==> config.mk <==
export PLATFORM = sky130hd
export DESIGN_NAME = uart_tx_frame_ctrl_flat
export DESIGN_NICKNAME = d
export VERILOG_FILES = /design/src/rtl/uart_tx_frame_ctrl_if.sv /design/src/rtl/uart_tx_frame_ctrl.sv /design/src/flat_wrapper.sv
export SDC_FILE = /design/constraint.sdc
export NUM_CORES = 1
export LEC_CHECK = 0
export CAP_MARGIN = 20
export CORE_AREA = 2 2 39 41
export DETAILED_ROUTE_END_ITERATION = 8
export DIE_AREA = 0 0 41 43
export PLACE_DENSITY = 0.5
export SYNTH_ARGS = -nofsm -noshare
export SYNTH_HDL_FRONTEND = slang
export SYNTH_SLANG_ARGS = --single-unit
==> constraint.sdc <==
create_clock -name CLK -period 0.9 [get_ports CLK]
set_input_delay 0.09 -clock CLK [delete_from_list [all_inputs] [get_ports CLK]]
set_output_delay 0.09 -clock CLK [all_outputs]
set_load 0.005 [all_outputs]
==> src/rtl/uart_tx_frame_ctrl_if.sv <==
// Frame-request, serializer and line signals of uart_tx_frame_ctrl.
// master = host plus serializer side, slave = the frame controller.
interface uart_tx_frame_ctrl_if #(
  parameter int DATA_WIDTH = 8
);
  logic [DATA_WIDTH-1:0] P_DATA;
  logic                  DATA_VALID;
  logic                  PAR_EN;
  logic                  PAR_TYP;
  logic                  ser_data;
  logic                  ser_done;
  logic                  ser_en;
  logic                  BUSY;
  logic                  TX_OUT;

  modport master (
    output P_DATA, DATA_VALID, PAR_EN, PAR_TYP, ser_data, ser_done,
    input  ser_en, BUSY, TX_OUT
  );

  modport slave (
    input  P_DATA, DATA_VALID, PAR_EN, PAR_TYP, ser_data, ser_done,
    output ser_en, BUSY, TX_OUT
  );
endinterface

==> src/rtl/uart_tx_frame_ctrl.sv <==
// UART transmit frame sequencer: START, DATA (external serializer), optional PARITY, STOP.
// Parity support is compiled in only when UART_TX_PARITY_EN is defined.
module uart_tx_frame_ctrl #(
  parameter int DATA_WIDTH = 8
) (
  input logic               CLK,
  input logic               RST,
  uart_tx_frame_ctrl_if.slave bus
);

  localparam logic [2:0] IDLE   = 3'd0;
  localparam logic [2:0] START  = 3'd1;
  localparam logic [2:0] DATA   = 3'd2;
  localparam logic [2:0] STOP   = 3'd4;
`ifdef UART_TX_PARITY_EN
  localparam logic [2:0] PARITY = 3'd3;
`endif

  logic [2:0]            state;
  logic [2:0]            state_nxt;
  logic [DATA_WIDTH-1:0] data_lat;
  logic                  accept;

  // A new frame is taken from IDLE or back-to-back from the STOP cycle.
  assign accept = bus.DATA_VALID && ((state == IDLE) || (state == STOP));

`ifdef UART_TX_PARITY_EN
  logic par_en_lat;
  logic par_typ_lat;
  logic par_bit;

  function automatic logic parity_bit(input logic [DATA_WIDTH-1:0] d,
                                      input logic                  odd);
    return (^d) ^ odd;
  endfunction

  always_ff @(posedge CLK) begin
    if (RST) begin
      par_en_lat  <= 1'b0;
      par_typ_lat <= 1'b0;
    end else if (accept) begin
      par_en_lat  <= bus.PAR_EN;
      par_typ_lat <= bus.PAR_TYP;
    end
  end

  assign par_bit = parity_bit(data_lat, par_typ_lat);
`else
  // Without parity the latched data and parity controls have no consumer.
  logic unused_nopar;
  assign unused_nopar = ^{data_lat, bus.PAR_EN, bus.PAR_TYP};
`endif

  always_comb begin
    state_nxt = state;
    unique case (state)
      IDLE:  if (bus.DATA_VALID) state_nxt = START;
      START: state_nxt = DATA;
      DATA: begin
        if (bus.ser_done) begin
`ifdef UART_TX_PARITY_EN
          state_nxt = par_en_lat ? PARITY : STOP;
`else
          state_nxt = STOP;
`endif
        end
      end
`ifdef UART_TX_PARITY_EN
      PARITY: state_nxt = STOP;
`endif
      STOP:    state_nxt = bus.DATA_VALID ? START : IDLE;
      default: state_nxt = IDLE;
    endcase
  end

  always_ff @(posedge CLK) begin
    if (RST) begin
      state    <= IDLE;
      data_lat <= '0;
    end else begin
      state <= state_nxt;
      if (accept) data_lat <= bus.P_DATA;
    end
  end

  // Status outputs depend on the state register alone.
  assign bus.BUSY   = (state != IDLE);
  assign bus.ser_en = (state == DATA);

  always_comb begin
    bus.TX_OUT = 1'b1;
    unique case (state)
      START:  bus.TX_OUT = 1'b0;
      DATA:   bus.TX_OUT = bus.ser_data;
`ifdef UART_TX_PARITY_EN
      PARITY: bus.TX_OUT = par_bit;
`endif
      default: bus.TX_OUT = 1'b1;
    endcase
  end

endmodule
==> src/flat_wrapper.sv <==
// flat-port wrapper written by rule: the top's interface ports become plain ports
module uart_tx_frame_ctrl_flat 
#(
  parameter int DATA_WIDTH = 8
)
  (CLK, RST, bus_P_DATA, bus_DATA_VALID, bus_PAR_EN, bus_PAR_TYP, bus_ser_data, bus_ser_done, bus_ser_en, bus_BUSY, bus_TX_OUT);
  uart_tx_frame_ctrl_if #(.DATA_WIDTH(DATA_WIDTH)) bus_i ();
  input logic CLK;
  input logic RST;
  input wire logic [$bits(bus_i.P_DATA)-1:0] bus_P_DATA;
  input wire logic [$bits(bus_i.DATA_VALID)-1:0] bus_DATA_VALID;
  input wire logic [$bits(bus_i.PAR_EN)-1:0] bus_PAR_EN;
  input wire logic [$bits(bus_i.PAR_TYP)-1:0] bus_PAR_TYP;
  input wire logic [$bits(bus_i.ser_data)-1:0] bus_ser_data;
  input wire logic [$bits(bus_i.ser_done)-1:0] bus_ser_done;
  output wire logic [$bits(bus_i.ser_en)-1:0] bus_ser_en;
  output wire logic [$bits(bus_i.BUSY)-1:0] bus_BUSY;
  output wire logic [$bits(bus_i.TX_OUT)-1:0] bus_TX_OUT;
  assign bus_i.P_DATA = bus_P_DATA;
  assign bus_i.DATA_VALID = bus_DATA_VALID;
  assign bus_i.PAR_EN = bus_PAR_EN;
  assign bus_i.PAR_TYP = bus_PAR_TYP;
  assign bus_i.ser_data = bus_ser_data;
  assign bus_i.ser_done = bus_ser_done;
  assign bus_ser_en = bus_i.ser_en;
  assign bus_BUSY = bus_i.BUSY;
  assign bus_TX_OUT = bus_i.TX_OUT;
  uart_tx_frame_ctrl #(.DATA_WIDTH(DATA_WIDTH)) u_core (.CLK(CLK), .RST(RST), .bus(bus_i));
endmodule
==> run_results.csv <==
group,metric,value,unit
status,status,"finished, violations left",
status,violations,"setup timing",
synth,synth-compound-area-share,10.8,%
routing,route.detailed.drc,0,
power,pwr-share-seq,30.2,%
worst_setup_path,slowest_stage,"dfxtp_2",
worst_setup_path,slowest_delay,0.33,ns
routing,vias_per_cell,3.73,
min_path,hold_depth,2,
global_route,grt_max_degree,5,
clock_tree,numClockSinks,3,
synth,synth_area_leaders,"dfxtp_1 (43%), nor3b_1 (11%), nor3b_2 (9.0%)",
synth,synth_simple_gate_area_share,45.9,%
routing,route.vias.total,168,
worst_setup_path,r2r_end,"u_core.state[1]",
cells_and_area,final_common_cell,"clkdlybuf4s50_1",
synth,syn_inst,13,
cells_and_area,reg_top3,"u_core.state (3)",
routing,ant_nets,0,
synth,yosys.area_share.xor_xnor,0,%
place,numPortBuffers,7,
synth,ys_ff_latch,3,
floorplan,fp.coreArea,0.00138,mm^2
power,pwr-share-clk,49.8,%
synth,synth_fa_ha_area_share,0,%
timing,worst_pin_slew,0.195,ns
cells_and_area,post_layout_nonfiller_instances,45,
clock_tree,cts_tree,"yes",
cells_and_area,drive_gt1_share,58.6,%
cells_and_area,layout_common_cells,"clkdlybuf4s50_1 (4), clkbuf_4 (3), buf_2 (3), buf_6 (3)",
clock_tree,clock_path_buffers,2,
synth,synth_top_family_by_area,"simple AND/OR/NAND/NOR gates",
worst_setup_path,cpLargestDelayFamily,"flip-flops",
routing,firstDrtPassIters,4,
synth,synth_area,139,um^2
worst_setup_path,startpoint_type,"register",
timing,hold_viol,0,
power,switching_share,24.2,%
synth,ys_seq_area_share,43.2,%
min_path,hp-start,"bus_DATA_VALID",
worst_setup_path,critPathBufInv,2,
worst_setup_path,required,0.81,ns
worst_setup_path,crit_fanout,4,
worst_setup_path,critPathKind,"reg2out",
power,share_comb_of_total_power,20.1,%
worst_setup_path,ff2ff_path_depth,5,
clock_tree,clk-insertion-delay-late,0.24,ns
worst_setup_path,r2r_setup_slack,-0.20,ns
synth,syn_avg_cell_area,10.7,um^2
floorplan,die_h,43,um
floorplan,die_x,41,um
worst_setup_path,timing.rr.start,"u_core.state[1]",
routing,wire_per_inst,12.2,um
clock_tree,cts_hold_buf,0,
place,dpl.cell_count,38,
timing,finalCritPeriodShare,133,%
floorplan,dieArea,0.00176,mm^2
synth,synth_largest_area_cell,"dfxtp_1",
global_route,grt_overflow,0,
timing,min_period,1.19,ns
cells_and_area,top_register,"u_core.state",
global_route,track_usage,8.52,%
min_path,hold_path_end,"u_core.state[0]",
place,finalWeightedCongestion,0.602,
routing,wirelength,547,um
min_path,hold_class,"in2reg",
timing,grt_setup_unrepaired,"yes",
floorplan,initial_core_util,10.0,%
cells_and_area,final_nets,45,
synth,yosys.area.top_type_share,43.2,%
synth,synth_nets,28,
cells_and_area,area_growth,129,%
power,finalPower,489,uW
power,peakVddDrop,448,uV
global_route,first_global_vias,172,
global_route,antenna_found_initial,0,
floorplan,io_pins,18,
cells_and_area,largest_reg_flops,3,
power,leakage,0.000141,uW
timing,setup_violations,5,
power,powerDensity,1540,mW/mm^2
timing,slew_viol_final,0,
worst_setup_path,critical_path_arrival,1.10,ns
synth,synth_mux_area_share,0,%
place,placedInstanceArea,244,um^2
synth,yosys_warnings,0,
timing,tns,-1.07,ns
timing,max_clock_freq,838,MHz
timing,relSlewSlack,87.0,%
flow_run,max_cap_viol_count,0,
clock_tree,clk_pin_slew_worst_paths,0.04,ns
floorplan,rows,14,
cells_and_area,diodes,0,
worst_setup_path,endpoint_kind,"output port",
worst_setup_path,crit_chain,"buf_6, or3_1, buf_2",
clock_tree,numCtsBuffers,3,
power,p_switching,118,uW
routing,drt_iter0_markers,2,
power,p_int,371,uW
synth,ys_types,10,
cells_and_area,fin_area,318,um^2
clock_tree,root_buffer,"clkbuf_4",
global_route,grt_pass1_wl,841,um
clock_tree,ctsHtreeMaxLevel,1,
timing,final.setup.worst_slack,-0.293,ns
timing,finClkSkew,0.0108,ns
[layout make-up]
type,count,area (um^2)
Clock buffer,4,26.3
Multi-Input combinational cell,10,105
Sequential cell,3,62.6
Fill cell,160,1070
Timing Repair Buffer,12,104
Tap cell,16,20.0
[metrics by stage]
stage	utilization [%]	hold WS (ns)	setup WS, ns
detailed placement	17.6	0.547	-0.440
CTS	21.1	0.436	-0.293
global placement	17.6	0.524	-0.452
floorplan	-	0.167	0.0574
global route	23.0	0.421	-0.345
finish	23.0	0.434	-0.293
[power by group through the flow]
| stage | Combinational [uW] | Sequential, uW | Clock (uW) |
|---|---|---|---|
| floorplan | 22.6 | 148 | 0 |
| global placement | 74.7 | 146 | 0 |
| detailed placement | 77.1 | 147 | 0 |
| CTS | 81.0 | 147 | 255 |
| global route | 105 | 148 | 278 |
| finish | 98.2 | 148 | 244 |
[Yosys cell counts]
cell,number
nor3b_2,1
and2b_2,1
and3b_1,1
or3_1,1
dfxtp_1,3
o21a_1,1
nor3b_1,2
nor4b_1,1
nor2_1,1
o21bai_1,1
[layer usage]
layer	global-route usage, %	wire length (um)	vias up
met1	8.63	207	78
li1	-	-	80
met3	8.90	77	0
met4	6.00	0	0
met2	10.0	262	10
met5	0	0	-
[worst max-delay path by stage]
stage | from | endpoint | slack, ns | cells after the start
detailed placement | bus_ser_data | bus_TX_OUT | -0.44 | 4
finish | u_core.state[1] | bus_BUSY | -0.29 | 3
floorplan | u_core.state[1] | u_core.state[1] | 0.06 | 2
global placement | bus_ser_data | bus_TX_OUT | -0.45 | 4
global route | u_core.state[1] | bus_BUSY | -0.34 | 3
CTS | u_core.state[1] | bus_BUSY | -0.29 | 3
[kinds of logic after synthesis]
family / count (synthesis)
and+or+nand+nor: 8
DFF: 3
AOI/OAI and AO/OA: 2
[worst reg2reg max path: stages (launching register included)]
cell     delay [ns]
dfxtp_2        0.33
buf_6          0.11
buf_4          0.12
buf_6          0.11
nor3b_4        0.14
o21a_1         0.18
[repair_timing]
action / 4_1_cts / 5_1_grt
endpoints found under the setup margin: 4 / 6
buffers inserted: 2 / 1
pin swaps: 3 / 2
resized for setup: 18 / 3
Note: power is estimated with default switching activity, not from simulation.
